--- config.mk ---
export PLATFORM = sky130hd
export DESIGN_NAME = i2c_bus_monitor
export DESIGN_NICKNAME = d
export VERILOG_FILES = /design/src/rtl/i2c_bus_monitor.sv
export SDC_FILE = /design/constraint.sdc
export NUM_CORES = 1
export LEC_CHECK = 0
export BUFFER_PORTS_ARGS = -buffer_cell sky130_fd_sc_hd__buf_2
export CAP_MARGIN = 20
export CELL_PAD_IN_SITES_DETAIL_PLACEMENT = 1
export CELL_PAD_IN_SITES_GLOBAL_PLACEMENT = 1
export CORE_UTILIZATION = 41
export DETAILED_ROUTE_END_ITERATION = 6
export PLACE_DENSITY = 0.72
export SLEW_MARGIN = 10
export SYNTH_ARGS = -nofsm -noshare
export SYNTH_HDL_FRONTEND = slang
export SYNTH_SLANG_ARGS = --single-unit
--- constraint.sdc ---
create_clock -name clk -period 1.8 [get_ports clk]
set_input_delay 0.18 -clock clk [delete_from_list [all_inputs] [get_ports clk]]
set_output_delay 0.18 -clock clk [all_outputs]
set_load 0.02 [all_outputs]
--- src/rtl/i2c_bus_monitor.sv ---
// i2c_bus_monitor: passive I2C line observer.
// - Synchronizes and deglitches SCL/SDA.
// - Reports edge pulses and START / repeated START / STOP pulses.
// - Tracks bus_busy, plus bus_free after an idle qualification period.
module i2c_bus_monitor #(
  parameter int SYNC_STAGES = 2,
  parameter int FILTER_LEN  = 3,
  parameter int IDLE_CYCLES = 16
) (
  input  logic clk,
  input  logic reset,
  input  logic scl_in,
  input  logic sda_in,
  input  logic sample_en,
  output logic scl_filt,
  output logic sda_filt,
  output logic scl_rise,
  output logic scl_fall,
  output logic sda_rise,
  output logic sda_fall,
  output logic start_det,
  output logic rstart_det,
  output logic stop_det,
  output logic bus_busy,
  output logic bus_free
);

  localparam int CW = $clog2(FILTER_LEN + 1);
  localparam int IW = $clog2(IDLE_CYCLES + 1);
  localparam logic [CW-1:0] C_LAST = CW'(FILTER_LEN - 1);
  localparam logic [IW-1:0] I_MAX  = IW'(IDLE_CYCLES);

  logic [SYNC_STAGES-1:0] r_scl_sync;
  logic [SYNC_STAGES-1:0] r_sda_sync;
  logic [CW-1:0]          r_scl_cnt;
  logic [CW-1:0]          r_sda_cnt;
  logic                   r_scl_filt;
  logic                   r_sda_filt;
  logic [IW-1:0]          r_idle;
  logic                   r_bus_busy;
  logic                   r_bus_free;
  logic                   r_scl_rise;
  logic                   r_scl_fall;
  logic                   r_sda_rise;
  logic                   r_sda_fall;
  logic                   r_start;
  logic                   r_rstart;
  logic                   r_stop;

  logic          w_scl_sync;
  logic          w_sda_sync;
  logic          w_scl_mis;
  logic          w_sda_mis;
  logic          w_scl_tog;
  logic          w_sda_tog;
  logic          w_scl_rise_nxt;
  logic          w_scl_fall_nxt;
  logic          w_sda_rise_nxt;
  logic          w_sda_fall_nxt;
  logic          w_start_nxt;
  logic          w_rstart_nxt;
  logic          w_stop_nxt;
  logic          w_busy_nxt;
  logic [IW-1:0] w_idle_nxt;

  // Synchronizers run free on every clock; they reset to the idle-high level.
  always_ff @(posedge clk) begin
    if (reset) begin
      r_scl_sync <= '1;
      r_sda_sync <= '1;
    end else begin
      r_scl_sync <= {r_scl_sync[SYNC_STAGES-2:0], scl_in};
      r_sda_sync <= {r_sda_sync[SYNC_STAGES-2:0], sda_in};
    end
  end

  assign w_scl_sync = r_scl_sync[SYNC_STAGES-1];
  assign w_sda_sync = r_sda_sync[SYNC_STAGES-1];

  // The filtered level toggles on the FILTER_LEN-th consecutive mismatch.
  assign w_scl_mis = (w_scl_sync != r_scl_filt);
  assign w_sda_mis = (w_sda_sync != r_sda_filt);
  assign w_scl_tog = sample_en & w_scl_mis & (r_scl_cnt == C_LAST);
  assign w_sda_tog = sample_en & w_sda_mis & (r_sda_cnt == C_LAST);

  // The toggle direction follows from the current filtered level.
  assign w_scl_rise_nxt = w_scl_tog & ~r_scl_filt;
  assign w_scl_fall_nxt = w_scl_tog & r_scl_filt;
  assign w_sda_rise_nxt = w_sda_tog & ~r_sda_filt;
  assign w_sda_fall_nxt = w_sda_tog & r_sda_filt;

  // START/STOP need SCL high and stable in the same update.
  assign w_start_nxt  = w_sda_fall_nxt & r_scl_filt & ~w_scl_tog;
  assign w_stop_nxt   = w_sda_rise_nxt & r_scl_filt & ~w_scl_tog;
  assign w_rstart_nxt = w_start_nxt & r_bus_busy;

  // SCL deglitch counter and filtered level.
  always_ff @(posedge clk) begin
    if (reset) begin
      r_scl_filt <= 1'b1;
      r_scl_cnt  <= CW'(0);
    end else if (sample_en) begin
      if (!w_scl_mis) begin
        r_scl_cnt <= CW'(0);
      end else if (r_scl_cnt == C_LAST) begin
        r_scl_filt <= ~r_scl_filt;
        r_scl_cnt  <= CW'(0);
      end else begin
        r_scl_cnt <= r_scl_cnt + CW'(1);
      end
    end else begin
      r_scl_cnt <= r_scl_cnt;
    end
  end

  // SDA deglitch counter and filtered level.
  always_ff @(posedge clk) begin
    if (reset) begin
      r_sda_filt <= 1'b1;
      r_sda_cnt  <= CW'(0);
    end else if (sample_en) begin
      if (!w_sda_mis) begin
        r_sda_cnt <= CW'(0);
      end else if (r_sda_cnt == C_LAST) begin
        r_sda_filt <= ~r_sda_filt;
        r_sda_cnt  <= CW'(0);
      end else begin
        r_sda_cnt <= r_sda_cnt + CW'(1);
      end
    end else begin
      r_sda_cnt <= r_sda_cnt;
    end
  end

  // Bus ownership: set by START, cleared by STOP, otherwise held.
  always_comb begin
    if (w_start_nxt) begin
      w_busy_nxt = 1'b1;
    end else if (w_stop_nxt) begin
      w_busy_nxt = 1'b0;
    end else begin
      w_busy_nxt = r_bus_busy;
    end
  end

  // Idle qualification: count enabled samples with both lines high, saturating.
  always_comb begin
    if (w_scl_fall_nxt | w_sda_fall_nxt | r_bus_busy) begin
      w_idle_nxt = IW'(0);
    end else if (sample_en & r_scl_filt & r_sda_filt & (r_idle != I_MAX)) begin
      w_idle_nxt = r_idle + IW'(1);
    end else begin
      w_idle_nxt = r_idle;
    end
  end

  // Registered pulses, bus state and idle counter.
  always_ff @(posedge clk) begin
    if (reset) begin
      r_scl_rise <= 1'b0;
      r_scl_fall <= 1'b0;
      r_sda_rise <= 1'b0;
      r_sda_fall <= 1'b0;
      r_start    <= 1'b0;
      r_rstart   <= 1'b0;
      r_stop     <= 1'b0;
      r_bus_busy <= 1'b0;
      r_idle     <= IW'(0);
      r_bus_free <= 1'b0;
    end else begin
      r_scl_rise <= w_scl_rise_nxt;
      r_scl_fall <= w_scl_fall_nxt;
      r_sda_rise <= w_sda_rise_nxt;
      r_sda_fall <= w_sda_fall_nxt;
      r_start    <= w_start_nxt;
      r_rstart   <= w_rstart_nxt;
      r_stop     <= w_stop_nxt;
      r_bus_busy <= w_busy_nxt;
      r_idle     <= w_idle_nxt;
      r_bus_free <= ~w_busy_nxt & (w_idle_nxt == I_MAX);
    end
  end

  assign scl_filt   = r_scl_filt;
  assign sda_filt   = r_sda_filt;
  assign scl_rise   = r_scl_rise;
  assign scl_fall   = r_scl_fall;
  assign sda_rise   = r_sda_rise;
  assign sda_fall   = r_sda_fall;
  assign start_det  = r_start;
  assign rstart_det = r_rstart;
  assign stop_det   = r_stop;
  assign bus_busy   = r_bus_busy;
  assign bus_free   = r_bus_free;

endmodule

==> results.yml <==
synthesis:
  yosys_warnings: 0
  yosys.area.top_type: "dfxtp_1"
  synthDistinctLibCells: 35
  ys_seq_area_frac: 0.473
  synth_top_area_frac: 0.473
  ys_seq_elements: 24
  syn_nets: 111
  synth_area_leaders: "dfxtp_1 (47%), nor2_1 (5.5%), xor2_1 (3.5%)"
  syn_avg_cell_area_um2: 9.76
  postSynthCellCount: 104
  synthesis.area_um2: 1010
worst_setup_path:
  worst-endpoint-required_ns: 2.02
  critPathArrivalTime_ns: 1.87
  endpoint_kind: "flip-flop"
  crit_fanout: 10
  r2r_cells: 5
  startpoint_type: "flip-flop"
  critPathKind: "reg -> reg"
floorplan:
  die_y_um: 51.8
  die_w_um: 51.8
  ios: 16
  rows: 17
  initial_core_util: 0.446
  core_um2: 2280
  dieArea_um2: 2680
layout:
  areaGrowthSynthToFinish_pct: 12.9
  seq_area_um2: 480
  diodes: 0
  fin_nets: 128
  nFillCells: 278
  finish.instance_area_um2: 1150
  multi_input_area_um2: 504
  drive_gt1_frac: 0.233
  fin_cells: 148
global_route:
  grtUsageMet2: 0.279
  grt.busiest_layer: "met2"
  met1_usage: 0.249
  grt_pass1_wl_um: 3610
  grt_usage: 0.183
  grt.met3_usage: 0.0292
  grt_max_degree: 18
  overflow: 0
  antenna_found_initial: 0
  grt_pass1_vias: 790
timing:
  finalCritPeriodShare: 0.922
  finClkSkew_ns: 0.00201
  fin_crit_ns: 1.66
  rsz0062_at_grt: "no"
  drv_slew: 0
  tightestPinTransition_ns: 0.343
  maxSlewHeadroom: 0.771
  setup_violations: 0
  setup_tns_ns: 0
  fmax_mhz: 603
  hold_viol: 0
  whs_ns: 0.0405
clock_tree:
  cts_setup_buffers: 0
  clock_sinks: 24
  cts_made_buffers: 3
  cts.clk_slew.worst_paths_ns: 0.13
  cts-root-buf: "clkbuf_4"
  h-tree-depth: 1
  cts_tree: "yes"
  clk-insertion-delay-late_ns: 0.31
  cts.path.max_buffers: 2
  cts_hold_buf: 0
  cts.repair.resized: 0
placement:
  dp_hpwl_um: 1540
  port_buffers: 15
  dp.cells: 144
  gp_congestion: 0.773
  place_area_um2: 1110
route:
  drc: 0
  final_antenna_net_count: 0
  firstDrtPassIters: 4
  routed_wl_um: 2090
  dr_total_vias: 768
  avgRoutedWirePerCell_um: 14.1
  vias_per_cell: 5.19
  first_iter_violations: 10
power_and_ir_drop:
  power-per-cell-area_nw_per_um2: 792
  p_leak_uw: 0.000471
  ir_worst_vdd_v: 0.000509
  p_total_uw: 908
worst_hold_path:
  hold_depth: 2
  hold_class: "in -> reg"
run:
  maxCapViolCount: 0
outcome:
  status: "complete, no violations"
## power by group
part / internal, µW / total (µW) / switching [µW]
Clock: 124 / 284 / 160
Sequential: 542 / 552 / 10.9
Combinational: 33.6 / 72.1 / 38.5
Total: 699 / 908 / 209
## synth_stat cells
| library cell | instances |
|---|---|
| a21oi_1 | 4 |
| a31oi_4 | 1 |
| and2_1 | 2 |
| and4_1 | 1 |
| and4bb_1 | 1 |
| buf_4 | 2 |
| clkbuf_1 | 2 |
| dfxtp_1 | 24 |
| ha_1 | 2 |
| inv_1 | 2 |
| mux2i_1 | 3 |
| nand2_1 | 4 |
| nand2b_1 | 4 |
| nand3_1 | 5 |
| nand3b_1 | 2 |
| nand4b_1 | 1 |
| nand4bb_1 | 1 |
| nor2_1 | 15 |
| nor2_4 | 1 |
| nor2b_1 | 2 |
| nor3_1 | 2 |
| nor3_2 | 1 |
| nor3b_1 | 1 |
| nor4_1 | 1 |
| nor4b_1 | 1 |
| nor4bb_1 | 1 |
| o211a_1 | 1 |
| o21ai_0 | 1 |
| o21ai_1 | 1 |
| o21bai_1 | 2 |
| o311ai_1 | 1 |
| or2_2 | 4 |
| or4_4 | 1 |
| xnor2_1 | 3 |
| xor2_1 | 4 |
## cell families after synthesis
| logic type | synth area share |
|---|---|
| multiplexers | 0.0296 |
| flip-flops | 0.473 |
| XOR/XNOR | 0.0604 |
| AO/OA/AOI/OAI | 0.0838 |
| AND/OR/NAND/NOR | 0.298 |
| adder cells (fa/ha/maj) | 0.0247 |
| buffers and inverters | 0.0296 |
## flip-flops by register name, indices dropped and copies added (netlist names), 2 cells and up
name	count
r_scl_cnt	2
r_sda_sync	2
r_scl_sync	2
r_sda_cnt	2
r_idle	5
## through the flow
step | worst slack [ns] | util
5_1_grt | 0.0546 | 0.504
6_report | 0.141 | 0.504
4_1_cts | 0.153 | 0.504
3_5_place_dp | 0.172 | 0.488
2_1_floorplan | 0.315 | -
3_3_place_gp | 0.296 | 0.488
## worst max-delay path, cell delays in order, from the launching register on
cell and delay, ns:
dfxtp_1 0.55, nand3_1 0.20, a31oi_4 0.30, mux2i_1 0.25, o21ai_0 0.11, o211a_1 0.15
## routing by layer
metal,vias up,share of wire
met5,-,0
met4,0,0.012
met3,4,0.033
met2,21,0.46
met1,354,0.50
li1,389,-
## cell type report
cell class / instances / area share
repair buffers: 16 / 0.0721
inverters: 2 / 0.00655
multi-input cells: 74 / 0.440
well taps: 28 / 0.0306
clock buffers: 4 / 0.0317
flip-flops and latches: 24 / 0.419
## final timing paths
path	end	startpoint	slack (ns)
hold reg to reg	r_sda_sync[1]	r_sda_sync[0]	0.43
setup / recovery	bus_free	sda_filt	0.14
hold / removal	r_sda_sync[0]	sda_in	0.04
setup reg to reg	bus_free	sda_filt	0.14
## cells in the final DEF, fill, tap and decap left out, types with 2 or more instances in the layout
cell      count
nand3_1       5
and2_1        2
or2_2         4
clkbuf_4      3
nor2_1       15
nand3b_1      2
xnor2_1       3
nand2_1       4
buf_2        15
a21oi_1       4
nor2b_1       2
inv_1         2
nand2b_1      4
o21bai_1      2
nor3_1        2
mux2i_1       3
xor2_1        4
dfxtp_1      24
ha_1          2
(Power assumes the default switching activity.)
